$ cat src/rtl/uart_tx_ctrl.sv
// UART transmit sequencer: accepts a byte on valid/ready, times its own baud
// and serialises start, 8 data bits LSB first, optional parity and 1-2 stops.
module uart_tx_ctrl #(
    parameter int CLKS_PER_BIT = 434
) (
    input  logic       clk,
    input  logic       reset_n,
    input  logic [7:0] tx_data,
    input  logic       tx_valid,
    output logic       tx_ready,
    input  logic [1:0] parity_type,
    input  logic       stop_bits,
    output logic [7:0] par_data,
    input  logic       par_bit,
    output logic       tx_out,
    output logic       tx_busy,
    output logic       tx_done,
    output logic [2:0] state_dbg
);

    // Handshake: a byte transfers on a rising edge where tx_valid && tx_ready;
    // tx_ready is high only in IDLE and tx_valid is ignored otherwise.
    localparam int CW = (CLKS_PER_BIT > 2) ? $clog2(CLKS_PER_BIT) : 1;
    localparam logic [CW-1:0] LAST = CW'(CLKS_PER_BIT - 1);

    typedef enum logic [2:0] {
        S_IDLE   = 3'd0,
        S_START  = 3'd1,
        S_DATA   = 3'd2,
        S_PARITY = 3'd3,
        S_STOP   = 3'd4
    } state_t;

    state_t          state, state_n;
    logic [CW-1:0]   cnt, cnt_n;
    logic [2:0]      idx, idx_n;
    logic [7:0]      data_q, data_n;
    logic            par_en_q, par_en_n;
    logic            odd_q, odd_n;
    logic            stop2_q, stop2_n;
    logic            tx_out_q, tx_out_n;
    logic            ready_q, ready_n;
    logic            busy_q, busy_n;
    logic            done_q, done_n;
    logic            bit_end;

    always_ff @(posedge clk) begin
        if (!reset_n) begin
            state    <= S_IDLE;
            cnt      <= '0;
            idx      <= '0;
            data_q   <= 8'h00;
            par_en_q <= 1'b0;
            odd_q    <= 1'b0;
            stop2_q  <= 1'b0;
            tx_out_q <= 1'b1;
            ready_q  <= 1'b1;
            busy_q   <= 1'b0;
            done_q   <= 1'b0;
        end else begin
            state    <= state_n;
            cnt      <= cnt_n;
            idx      <= idx_n;
            data_q   <= data_n;
            par_en_q <= par_en_n;
            odd_q    <= odd_n;
            stop2_q  <= stop2_n;
            tx_out_q <= tx_out_n;
            ready_q  <= ready_n;
            busy_q   <= busy_n;
            done_q   <= done_n;
        end
    end

    always_comb begin
        state_n  = state;
        cnt_n    = cnt;
        idx_n    = idx;
        data_n   = data_q;
        par_en_n = par_en_q;
        odd_n    = odd_q;
        stop2_n  = stop2_q;
        bit_end  = (cnt == LAST);

        if (state == S_IDLE) begin
            if (tx_valid && ready_q) begin
                data_n   = tx_data;
                par_en_n = ^parity_type;
                odd_n    = (parity_type == 2'b01);
                stop2_n  = stop_bits;
                state_n  = S_START;
                cnt_n    = '0;
                idx_n    = '0;
            end
        end else if (!bit_end) begin
            cnt_n = cnt + 1'b1;
        end else begin
            cnt_n = '0;
            case (state)
                S_START: begin
                    state_n = S_DATA;
                    idx_n   = '0;
                end
                S_DATA: begin
                    if (idx == 3'd7) begin
                        idx_n   = '0;
                        state_n = par_en_q ? S_PARITY : S_STOP;
                    end else begin
                        idx_n = idx + 1'b1;
                    end
                end
                S_PARITY: begin
                    state_n = S_STOP;
                    idx_n   = '0;
                end
                S_STOP: begin
                    if (idx == {2'b00, stop2_q}) begin
                        state_n = S_IDLE;
                        idx_n   = '0;
                    end else begin
                        idx_n = idx + 1'b1;
                    end
                end
                default: begin
                    state_n = S_IDLE;
                    idx_n   = '0;
                end
            endcase
        end
    end

    // Outputs are registered from the next state, so they line up with the
    // state register; the parity bit is captured once when PARITY is entered.
    always_comb begin
        tx_out_n = 1'b1;
        case (state_n)
            S_START:  tx_out_n = 1'b0;
            S_DATA:   tx_out_n = data_n[idx_n];
            S_PARITY: tx_out_n = (state == S_PARITY) ? tx_out_q : (par_bit ^ odd_q);
            default:  tx_out_n = 1'b1;
        endcase
        ready_n = (state_n == S_IDLE);
        busy_n  = (state_n != S_IDLE);
        done_n  = (state_n == S_STOP) && (idx_n == {2'b00, stop2_n}) && (cnt_n == LAST);
    end

    assign tx_out    = tx_out_q;
    assign tx_ready  = ready_q;
    assign tx_busy   = busy_q;
    assign tx_done   = done_q;
    assign par_data  = data_q;
    assign state_dbg = state;

endmodule
$ cat config.mk
export PLATFORM = sky130hd
export DESIGN_NAME = uart_tx_ctrl
export DESIGN_NICKNAME = d
export VERILOG_FILES = /design/src/rtl/uart_tx_ctrl.sv
export SDC_FILE = /design/constraint.sdc
export NUM_CORES = 1
export LEC_CHECK = 0
export ABC_AREA = 1
export BUFFER_PORTS_ARGS = -buffer_cell sky130_fd_sc_hd__buf_2
export CORE_MARGIN = 2
export CORE_UTILIZATION = 40
export DETAILED_ROUTE_END_ITERATION = 8
export PLACE_DENSITY = 0.58
export SYNTH_ARGS = -nofsm -noshare
export SYNTH_HDL_FRONTEND = slang
export SYNTH_SLANG_ARGS = --single-unit
$ cat constraint.sdc
create_clock -name clk -period 2.5 [get_ports clk]
set_clock_uncertainty 0.2 [all_clocks]
set_input_delay 0.25 -clock clk [delete_from_list [all_inputs] [get_ports clk]]
set_output_delay 0.25 -clock clk [all_outputs]
set_load 0.01 [all_outputs]
==> impl_metrics.tcl, run 1 <==
set metrics [dict create \
    critical_path_peak_fanout 4 \
    starting_density_of_the_core_pct 41.9 \
    crit_top_cell "sky130_fd_sc_hd__nand2_1" \
    tightest_slew_ns 0.563 \
    setup_viol 0 \
    max-clock-path-buffers 2 \
    worstSetupEndpointType "flip-flop" \
    antenna_violations_before_repair 0 \
    tritoncts "done" \
    flow.area_growth_from_synthesis_pct 17.7 \
    worst_setup_path_startpoint "idx[0]$_SDFF_PN0_" \
    crit_path_arrival_time_ns 2.16 \
    synth-seq-cells 30 \
    num-fill-cells 434 \
    power_density_nw_per_um2 581 \
    numPortBuffers 29 \
    synth-edff-count 0 \
    leakagePower_nw 0.942 \
    origin_of_the_critical_flop_to_flop_path "idx[0]$_SDFF_PN0_" \
    diodes 0 \
    rows 23 \
    async_flop_share_pct 0 \
    cts-hold-fix-buffers 0 \
    drv_cap 0 \
    regToRegEndpoint "tx_done$_SDFF_PN0_" \
    cts.repair.resized 0 \
    clock_insertion_delay_worst_skew_ns 0.28 \
    tritoncts_num_sinks 30 \
    track_usage_pct 16.5 \
    run_status "finished, final reports clean" \
    pre_cts_ws_ns 0.392 \
    timing.critical_path.cells "ha_1 -> ha_1 -> nand2_1 -> a21oi_1 -> o21ai_0 -> nand2_1 -> nor2_2 -> nand2_1 -> nor2_1 -> nand4_1 -> nor2_1" \
    die_x_um 69.2 \
    drt_wl_total_um 3890 \
    timing.critical_path.from_type "flip-flop" \
    finish.net_count 304 \
    post_route_cells_drive_above_1_share_pct 22.2 \
    first_pass_iters 4 \
    post_synth_instance_area_um2 1700 \
    clock.fmax_mhz 468 \
    die_h_um 69.2 \
    totalNegativeSetupSlack_ns 0 \
    synth.net_count 271 \
    dp.cells 326 \
    critical_path.max_stage_delay_ns 0.35 \
    post-synth-top-area-fraction_pct 35.3 \
    dominant_synthesized_flop_cell "sky130_fd_sc_hd__dfxtp_1" \
    final_min_period_over_clock_period_pct 85.6 \
    root_buffer "sky130_fd_sc_hd__clkbuf_8" \
    holdCritPathClass "input port to flip-flop" \
    detailedRoute.firstIterationViolations 74 \
    cts.clk_slew.worst_paths_ns 0.07 \
    core_area_um2 4060 \
    vias_in_the_first_global_route 1467 \
    timing.final.hold_violations 0 \
    cts_htree_levels 2 \
    crit_type "flip-flop to flip-flop" \
    timing.critical_path.slowest_stage_cell "sky130_fd_sc_hd__dfxtp_1" \
    top_level_ports 30 \
    post-route-min-period_ns 2.14 \
    syn_avg_cell_area_um2 6.80 \
    drcViolationCount 0 \
    timing.slew.headroom_pct 62.4 \
    synth_commonest_cells "sky130_fd_sc_hd__nand2_1, sky130_fd_sc_hd__nand3_1, sky130_fd_sc_hd__dfxtp_1, sky130_fd_sc_hd__inv_1, sky130_fd_sc_hd__nor2_1" \
    ant_nets 0 \
    die_area_um2 4790 \
    pin_count_of_the_biggest_net_entering_global_routing 17 \
    hpwl_um 2960 \
    vias 1587 \
    r2r_cells 11 \
    synth_cell_types 30 \
    wl_per_cell_um 11.6 \
    crit_required_ns 2.52 \
    share_of_synthesized_area_occupied_by_flip_flops_and_latches_pct 35.3 \
    final_worst_path_setup_slack_ns 0.361 \
    register_to_register_path_setup_slack_ns 0.36 \
    overflow 0 \
    vias_per_cell 4.75 \
    timing_max_transition_violations_final 0 \
    grt_setup_unrepaired "false" \
    synth.top_cells.by_area "sky130_fd_sc_hd__dfxtp_1, sky130_fd_sc_hd__nand2_1, sky130_fd_sc_hd__nand3_1, sky130_fd_sc_hd__inv_1, sky130_fd_sc_hd__a21oi_1" \
    ys.warnings.count 0 \
    post-synth-top-area-cell "sky130_fd_sc_hd__dfxtp_1" \
    crit_end "tx_done$_SDFF_PN0_" \
    final_cells 334 \
    synthCells 250 \
    synth.most_common_cell "sky130_fd_sc_hd__nand2_1" \
    globalplace.congestion 0.820 \
    vdd_ir_drop_max_mv 0.307 \
    total_setup_buffers_inserted_after_cts 0 \
    grt_first_pass_wirelength_um 6460 \
    cts_made_buffers 5 \
]
==> report_power, final <==
group          switching [W]  leakage [nW]  internal (W)
registers          0.0000139         0.244      0.000501
logic               0.000108         0.640     0.0000637
clock network       0.000184        0.0579      0.000293
total               0.000306         0.942      0.000857
==> layer usage <==
metal	wire length (um)	track usage, %
met1	2060	23.6
met3	171	4.65
met2	1620	23.7
met5	0	0
met4	31	5.66
==> through the flow <==
step           util [%]  cell area, um^2  hold slack, ns  total power [W]
6_report           49.3             2000         0.00997          0.00116
5_1_grt            49.3             2000          0.0239          0.00122
4_1_cts            49.3             2000         0.00693          0.00118
3_5_place_dp       46.7             1890           0.274         0.000697
3_3_place_gp       46.7             1890           0.261         0.000698
2_1_floorplan         -             1700           0.148         0.000646
==> worst max-delay path: cells and delay by family (launching register included) <==
kind,cells,cell delay (ns)
and+or+nand+nor,7,0.75
adders and majority gates,2,0.45
DFF,1,0.35
AOI/OAI and AO/OA,2,0.32
==> final cells by class <==
| cell class | instances | area, um^2 | share of cell area, % |
|---|---|---|---|
| tap | 50 | 62.6 | 3.13 |
| timing repair buffer | 31 | 160 | 8.00 |
| sequential | 30 | 601 | 30.0 |
| multi-input combinational | 178 | 931 | 46.5 |
| clock buffer | 5 | 68.8 | 3.44 |
| clock inverter | 3 | 40.0 | 2.00 |
| inverter | 37 | 139 | 6.94 |
==> registers in the layout, summed over array words and instances (netlist names) <==
signal / count
par_data: 8
par_en_q: 1
tx_out: 1
tx_done: 1
tx_ready: 1
odd_q: 1
idx: 3
tx_busy: 1
stop2_q: 1
state_dbg: 3
cnt: 9
==> cells in the final DEF, fill, tap and decap left out <==
cell type and n:
sky130_fd_sc_hd__a21oi_1 15, sky130_fd_sc_hd__buf_2 29, sky130_fd_sc_hd__buf_4 2, sky130_fd_sc_hd__bufinv_16 1, sky130_fd_sc_hd__clkbuf_8 5, sky130_fd_sc_hd__clkinv_2 2, sky130_fd_sc_hd__dfxtp_1 30, sky130_fd_sc_hd__ha_1 6
sky130_fd_sc_hd__inv_1 30, sky130_fd_sc_hd__inv_2 7, sky130_fd_sc_hd__mux2i_1 1, sky130_fd_sc_hd__nand2_1 57, sky130_fd_sc_hd__nand2_2 6, sky130_fd_sc_hd__nand2_4 2, sky130_fd_sc_hd__nand3_1 35, sky130_fd_sc_hd__nand3_2 2
sky130_fd_sc_hd__nand4_1 3, sky130_fd_sc_hd__nor2_1 20, sky130_fd_sc_hd__nor2_2 4, sky130_fd_sc_hd__nor2_4 1, sky130_fd_sc_hd__nor3_1 4, sky130_fd_sc_hd__nor3b_1 1, sky130_fd_sc_hd__o211ai_1 1, sky130_fd_sc_hd__o211ai_2 1
sky130_fd_sc_hd__o21ai_0 7, sky130_fd_sc_hd__o21ai_1 1, sky130_fd_sc_hd__o21ai_2 1, sky130_fd_sc_hd__o22ai_1 4, sky130_fd_sc_hd__or2_1 1, sky130_fd_sc_hd__xnor2_1 3, sky130_fd_sc_hd__xor2_1 2
==> cells by family after synthesis <==
logic type | synth area share, %
AOI/OAI and AO/OA | 9.93
and+or+nand+nor | 37.2
xor gates and xnor gates | 2.58
buffers and inverters | 9.93
DFF | 35.3
adders and majority gates | 4.41
muxes | 0.589
==> worst min path at each step <==
| stage | start | endpoint | slack [ns] | depth (start not counted) |
|---|---|---|---|---|
| CTS | reset_n | state_dbg[0]$_SDFF_PN0_ | 0.007 | 3 |
| detailed placement | par_en_q$_SDFFE_PN0P_ | par_en_q$_SDFFE_PN0P_ | 0.27 | 2 |
| floorplan | reset_n | state_dbg[0]$_SDFF_PN0_ | 0.15 | 2 |
| global placement | par_en_q$_SDFFE_PN0P_ | par_en_q$_SDFFE_PN0P_ | 0.26 | 2 |
| finish | reset_n | state_dbg[0]$_SDFF_PN0_ | 0.01 | 3 |
| global route | reset_n | state_dbg[0]$_SDFF_PN0_ | 0.02 | 3 |
(Power assumes the default switching activity.)
==> inputs of run 2 (changes only) <==
--- a/config.mk
+++ b/config.mk
@@ -6,11 +6,11 @@
 export NUM_CORES = 1
 export LEC_CHECK = 0
 export ABC_AREA = 1
-export BUFFER_PORTS_ARGS = -buffer_cell sky130_fd_sc_hd__buf_2
 export CORE_MARGIN = 2
 export CORE_UTILIZATION = 40
 export DETAILED_ROUTE_END_ITERATION = 8
-export PLACE_DENSITY = 0.58
+export DONT_BUFFER_PORTS = 1
+export PLACE_DENSITY = 0.52
 export SYNTH_ARGS = -nofsm -noshare
 export SYNTH_HDL_FRONTEND = slang
 export SYNTH_SLANG_ARGS = --single-unit
==> impl_metrics.tcl, run 2 (same netlist as run 1, synthesis figures left out) <==
set metrics [dict create \
    run_status "finished, final reports clean" \
    grt_first_pass_wirelength_um 6660 \
    tritoncts "done" \
    worstSetupEndpointType "flip-flop" \
    detailedRoute.firstIterationViolations 71 \
    timing.final.hold_violations 0 \
    power_report.internal_total_w 0.000777 \
    drv_cap 0 \
    flow.area_growth_from_synthesis_pct 13.6 \
    post_route_cells_drive_above_1_share_pct 12.1 \
    crit_path_arrival_time_ns 2.12 \
    clock.fmax_mhz 475 \
    vias 1529 \
    max-clock-path-buffers 2 \
    drcViolationCount 0 \
    total_setup_buffers_inserted_after_cts 0 \
    vdd_ir_drop_max_mv 0.350 \
    num-fill-cells 433 \
    power_density_nw_per_um2 557 \
    setup_viol 0 \
    starting_density_of_the_core_pct 41.9 \
    crit_type "flip-flop to flip-flop" \
    cp_num_buf_inv 0 \
    vias_in_the_first_global_route 1498 \
    tritoncts_num_sinks 30 \
    ant_nets 0 \
    power.sequential.fraction_pct 48.9 \
    root_buffer "sky130_fd_sc_hd__clkbuf_8" \
    wl_per_cell_um 12.3 \
    layout.cells.most_common "sky130_fd_sc_hd__nand2_1" \
    timing.slew.headroom_pct 64.6 \
    cts_made_buffers 5 \
    core_area_um2 4060 \
    vias_per_cell 4.87 \
    timing_max_transition_violations_final 0 \
    track_usage_pct 17.0 \
    final_min_period_over_clock_period_pct 84.2 \
    cpLargestDelayFamily "simple AND/OR/NAND/NOR gates" \
    numPortBuffers 0 \
    largest_register "cnt" \
    total_switching_power_w 0.000298 \
    finish.net_count 284 \
    cts_htree_levels 2 \
    finish.utilization_pct 47.6 \
    timing.critical_path.slowest_stage_cell "sky130_fd_sc_hd__dfxtp_1" \
    mostFrequentLayoutCells "sky130_fd_sc_hd__nand2_1, sky130_fd_sc_hd__nand3_1, sky130_fd_sc_hd__inv_1, sky130_fd_sc_hd__dfxtp_1, sky130_fd_sc_hd__nor2_1" \
    worst_hold_slack_ns 0.139 \
    overflow 0 \
    critical_path.max_stage_delay_ns 0.35 \
    post-route-min-period_ns 2.11 \
    die_area_um2 4790 \
    power_frac_clock_pct 37.4 \
    die_x_um 69.2 \
    leakagePower_nw 0.839 \
    top_level_ports 30 \
    cts.clk_slew.worst_paths_ns 0.07 \
    tightest_slew_ns 0.531 \
    pin_count_of_the_biggest_net_entering_global_routing 17 \
    hpwl_um 2990 \
    timing.critical_path.cells "ha_1 -> ha_1 -> nand2_1 -> a21oi_1 -> o21ai_0 -> nand2_1 -> nor2_2 -> nand2_1 -> nor2_1 -> nand4_1 -> nor2_1" \
    crit_required_ns 2.52 \
    crit_top_cell "sky130_fd_sc_hd__nand2_1" \
    grt_setup_unrepaired "false" \
    cts.repair.resized 0 \
    largest_register_ff_count 9 \
    drt_wl_total_um 3860 \
    combinationalPowerShare_pct 13.7 \
    share_of_total_power_consumed_by_net_switching_pct 27.7 \
    timing.critical_path.from_type "flip-flop" \
    rows 23 \
    holdCritPathClass "input port to flip-flop" \
    totalNegativeSetupSlack_ns 0 \
    critical_path_peak_fanout 4 \
    globalplace.congestion 0.787 \
    die_h_um 69.2 \
    first_pass_iters 4 \
    clock_insertion_delay_worst_skew_ns 0.28 \
    diodes 0 \
    antenna_violations_before_repair 0 \
]
## run 2: final timing paths
path                                             from               endpoint  slack, ns  cells past startpoint
worst max-delay path                idx[0]$_SDFF_PN0_     tx_done$_SDFF_PN0_       0.39                     11
worst min-delay path                          par_bit    tx_out$_SDFFE_PN1P_       0.14                      4
worst max register to register      idx[0]$_SDFF_PN0_     tx_done$_SDFF_PN0_       0.39                     11
worst min register to register  par_en_q$_SDFFE_PN0P_  par_en_q$_SDFFE_PN0P_       0.28                      2
## run 2: final cells by class
| cell class | instances | area, um^2 | area share [%] |
|---|---|---|---|
| multi-input cells | 178 | 931 | 48.2 |
| flip-flops and latches | 30 | 601 | 31.1 |
| clock buffers | 7 | 86.3 | 4.47 |
| inverters | 37 | 139 | 7.19 |
| repair buffers | 11 | 108 | 5.57 |
| clock inverters | 1 | 5.00 | 0.259 |
| well taps | 50 | 62.6 | 3.24 |
## run 2: tightest hold or removal path, stage by stage
cell and delay [ns]:
sky130_fd_sc_hd__xnor2_1 0.09, sky130_fd_sc_hd__nor3b_1 0.05, sky130_fd_sc_hd__nor2_1 0.13, sky130_fd_sc_hd__nand2_1 0.06
## run 2: timing repair
action                                 CTS  global route
hold buffers                            10             0
endpoints found under the hold margin   12             0
setup endpoints to repair                0             0
## run 2: metal layers
metal	GRT usage, %	routed length [um]	vias up
met5	0	0	-
met2	24.0	1520	41
met1	24.8	2040	647
met3	3.34	213	9
met4	7.84	91	0
li1	-	-	832
## run 2: power groups by stage
| stage | Sequential, W | Clock, W | Combinational [W] |
|---|---|---|---|
| detailed placement | 0.000536 | 0 | 0.000135 |
| CTS | 0.000525 | 0.000411 | 0.000149 |
| global placement | 0.000536 | 0 | 0.000135 |
| global route | 0.000528 | 0.000426 | 0.000167 |
| finish | 0.000525 | 0.000402 | 0.000148 |
| floorplan | 0.000532 | 0 | 0.000114 |
## run 2: metrics by stage
stage	cell area [um^2]	worst slack, ns	std cells	total power (W)
3_5_place_dp	1740	0.431	296	0.000671
3_3_place_gp	1740	0.413	296	0.000671
2_1_floorplan	1700	0.672	250	0.000646
6_report	1930	0.395	314	0.00108
4_1_cts	1930	0.405	314	0.00109
5_1_grt	1930	0.123	314	0.00112
==> inputs of run 3 (changes only) <==
--- a/config.mk
+++ b/config.mk
@@ -5,12 +5,12 @@
 export SDC_FILE = /design/constraint.sdc
 export NUM_CORES = 1
 export LEC_CHECK = 0
-export ABC_AREA = 1
+export ABC_AREA = 0
 export CORE_MARGIN = 2
 export CORE_UTILIZATION = 40
 export DETAILED_ROUTE_END_ITERATION = 8
 export DONT_BUFFER_PORTS = 1
-export PLACE_DENSITY = 0.52
+export PLACE_DENSITY = 0.54
 export SYNTH_ARGS = -nofsm -noshare
 export SYNTH_HDL_FRONTEND = slang
 export SYNTH_SLANG_ARGS = --single-unit
==> constraint.sdc (replaced) <==
create_clock -name clk -period 1.9 [get_ports clk]
set_clock_uncertainty 0.2 [all_clocks]
set_input_delay 0.19 -clock clk [delete_from_list [all_inputs] [get_ports clk]]
set_output_delay 0.19 -clock clk [all_outputs]
set_load 0.01 [all_outputs]
==> impl_metrics.tcl, run 3 <==
set metrics [dict create \
    tightest_slew_ns 0.856 \
    antenna_violations_before_repair 0 \
    vdd_ir_drop_max_mv 0.455 \
    finish.utilization_pct 64.3 \
    timing.final.hold_violations 0 \
    final_min_period_over_clock_period_pct 136 \
    timing.critical_path.from_type "flip-flop" \
    synth.net_count 220 \
    cp_num_buf_inv 0 \
    first_pass_iters 4 \
    post-synth-top-area-fraction_pct 35.2 \
    synth-seq-cells 30 \
    yosys.area_share.xor_xnor_pct 1.54 \
    combinational_family_with_the_most_area_after_synthesis "simple AND/OR/NAND/NOR gates" \
    synthCells 199 \
    timing_max_transition_violations_final 0 \
    core_area_um2 4060 \
    crit_path_arrival_time_ns 2.60 \
    synth.mux.area_fraction_pct 1.76 \
    synth-edff-count 0 \
    drcViolationCount 0 \
    final_worst_path_setup_slack_ns -0.683 \
    critical_path_peak_fanout 4 \
    die_area_um2 4800 \
    cts.clk_slew.worst_paths_ns 0.07 \
    mostFrequentLayoutCells "sky130_fd_sc_hd__buf_4, sky130_fd_sc_hd__nand2_1, sky130_fd_sc_hd__dfxtp_1" \
    overflow 0 \
    grt_setup_unrepaired "true" \
    layout.cells.most_common "sky130_fd_sc_hd__buf_4" \
    cts_made_buffers 5 \
    run_status "finished, violations left" \
    power_density_nw_per_um2 595 \
    die_x_um 69.3 \
    synth_commonest_cells "sky130_fd_sc_hd__nand2_1, sky130_fd_sc_hd__dfxtp_1, sky130_fd_sc_hd__o21ai_0" \
    grt_first_pass_wirelength_um 8850 \
    totalNegativeSetupSlack_ns -4.99 \
    root_buffer "sky130_fd_sc_hd__clkbuf_8" \
    post_route_cells_drive_above_1_share_pct 42.2 \
    synth.most_common_cell "sky130_fd_sc_hd__nand2_1" \
    rows 23 \
    ys.warnings.count 0 \
    top_level_ports 30 \
    tritoncts_num_sinks 30 \
    critical_path.max_stage_delay_ns 0.53 \
    failing_checks "negative setup slack" \
    numPortBuffers 0 \
    syn_avg_cell_area_um2 8.57 \
    die_h_um 69.3 \
    wl_per_cell_um 16.5 \
    detailedRoute.firstIterationViolations 84 \
    worstSetupEndpointType "flip-flop" \
    post-synth-top-area-cell "sky130_fd_sc_hd__dfxtp_1" \
    timing.slew.headroom_pct 42.7 \
    setup_viol 21 \
    cts_htree_levels 2 \
    largest_register "cnt" \
    synth-adder-area-share_pct 4.40 \
    drt_wl_total_um 5280 \
    ant_nets 0 \
    hpwl_um 3550 \
    track_usage_pct 23.3 \
    max-clock-path-buffers 2 \
    synth_cell_types 52 \
    timing.critical_path.cells "or4b_4 -> or3_4 -> a2111oi_4 -> a31o_4 -> mux2i_1 -> a221o_1 -> a31oi_1" \
    drv_cap 0 \
    clock.fmax_mhz 387 \
    synth.top_cells.by_area "sky130_fd_sc_hd__dfxtp_1, sky130_fd_sc_hd__nand2_1, sky130_fd_sc_hd__ha_1, sky130_fd_sc_hd__a21boi_0, sky130_fd_sc_hd__o21ai_0" \
    starting_density_of_the_core_pct 42.0 \
    crit_type "flip-flop to flip-flop" \
    largest_register_ff_count 9 \
    crit_required_ns 1.92 \
    synth_simple_gate_area_share_pct 28.2 \
    leakagePower_nw 1.08 \
    tritoncts "done" \
    clock_insertion_delay_worst_skew_ns 0.29 \
    globalplace.congestion 0.879 \
    diodes 0 \
    async_flop_share_pct 0 \
    holdCritPathClass "input port to flip-flop" \
    vias 1805 \
    post-route-min-period_ns 2.58 \
    timing.critical_path.slowest_stage_cell "sky130_fd_sc_hd__or4b_4" \
    dominant_synthesized_flop_cell "sky130_fd_sc_hd__dfxtp_1" \
    synth_area_in_compound_gates_pct 24.4 \
    post_synth_instance_area_um2 1710 \
    finish.net_count 290 \
    share_of_synthesized_area_occupied_by_flip_flops_and_latches_pct 35.2 \
    cpLargestDelayFamily "compound AO/OA/AOI/OAI gates" \
    vias_per_cell 5.64 \
    pin_count_of_the_biggest_net_entering_global_routing 28 \
    vias_in_the_first_global_route 1791 \
    flow.area_growth_from_synthesis_pct 53.0 \
]
## run 3: cell types whose count changed after synthesis, sizes merged, moves of 4 or more
cell and delta:
clkbuf +4, nand3 -34, inv -28, nor2 -19
nor2b +6, and2 +8, a21boi +9, a31oi +4
nand2 -33, a21oi -7, and3 +8
## run 3: area by class of cell
class,instances,area (um^2)
repair buffers,70,592
flip-flops and latches,30,607
inverters,9,33.8
fillers,327,1450
well taps,50,62.6
clock inverters,2,12.5
multi-input cells,153,1220
clock buffers,6,82.6
## run 3: power by group
part | switching (W) | total, W | internal (W)
combinational | 0.000158 | 0.000313 | 0.000155
sequential | 0.0000293 | 0.000687 | 0.000658
clock | 0.000260 | 0.000551 | 0.000291
## run 3: final timing paths
kind / from / end / slack (ns) / cells past startpoint
hold reg to reg: odd_q$_SDFFE_PN0P_ / odd_q$_SDFFE_PN0P_ / 0.29 / 2
setup reg to reg: cnt[3]$_SDFF_PN0_ / tx_out$_SDFFE_PN1P_ / -0.68 / 7
setup / recovery: cnt[3]$_SDFF_PN0_ / tx_out$_SDFFE_PN1P_ / -0.68 / 7
hold / removal: parity_type[0] / par_en_q$_SDFFE_PN0P_ / 0.03 / 3
## run 3: repair_timing
item / in CTS / in global routing
hold endpoints to repair: 28 / 0
pin swaps: 21 / 4
setup endpoints to repair: 29 / 28
cloned: 1 / 0
hold buffers: 10 / 0
setup buffers: 6 / 0
resized for setup: 43 / 19
## run 3: cell families after synthesis
logic type / after synthesis
AND/OR/NAND/NOR: 85
multiplexers: 3
XOR/XNOR: 3
adder cells (fa/ha/maj): 6
AO/OA/AOI/OAI: 56
flip-flops: 30
buffers and inverters: 16
## run 3: worst min-delay path, delay by kind of cell
kind          cells  cell delay [ns]
simple gates      2             0.17
fa+ha+maj         1             0.11
## run 3: metal layers
metal,vias up,part of all wire (%),global-route usage (%)
met2,72,49,39.1
met3,18,6.4,5.38
met1,849,42,28.4
met5,-,0,0
met4,0,2.9,10.2
li1,866,-,-
## run 3: per-stage QoR
step / total power [W] / instances / instance area [um^2] / setup WS [ns] / hold WS (ns)
after global routing: 0.00162 / 320 / 2610 / -0.788 / 0.0257
after detailed placement: 0.000928 / 295 / 2140 / -0.688 / 0.117
after CTS: 0.00154 / 320 / 2540 / -0.616 / 0.0181
final: 0.00155 / 320 / 2610 / -0.683 / 0.0251
after global placement: 0.000924 / 295 / 2140 / -0.644 / 0.117
after floorplan: 0.000833 / 199 / 1720 / -0.685 / 0.129
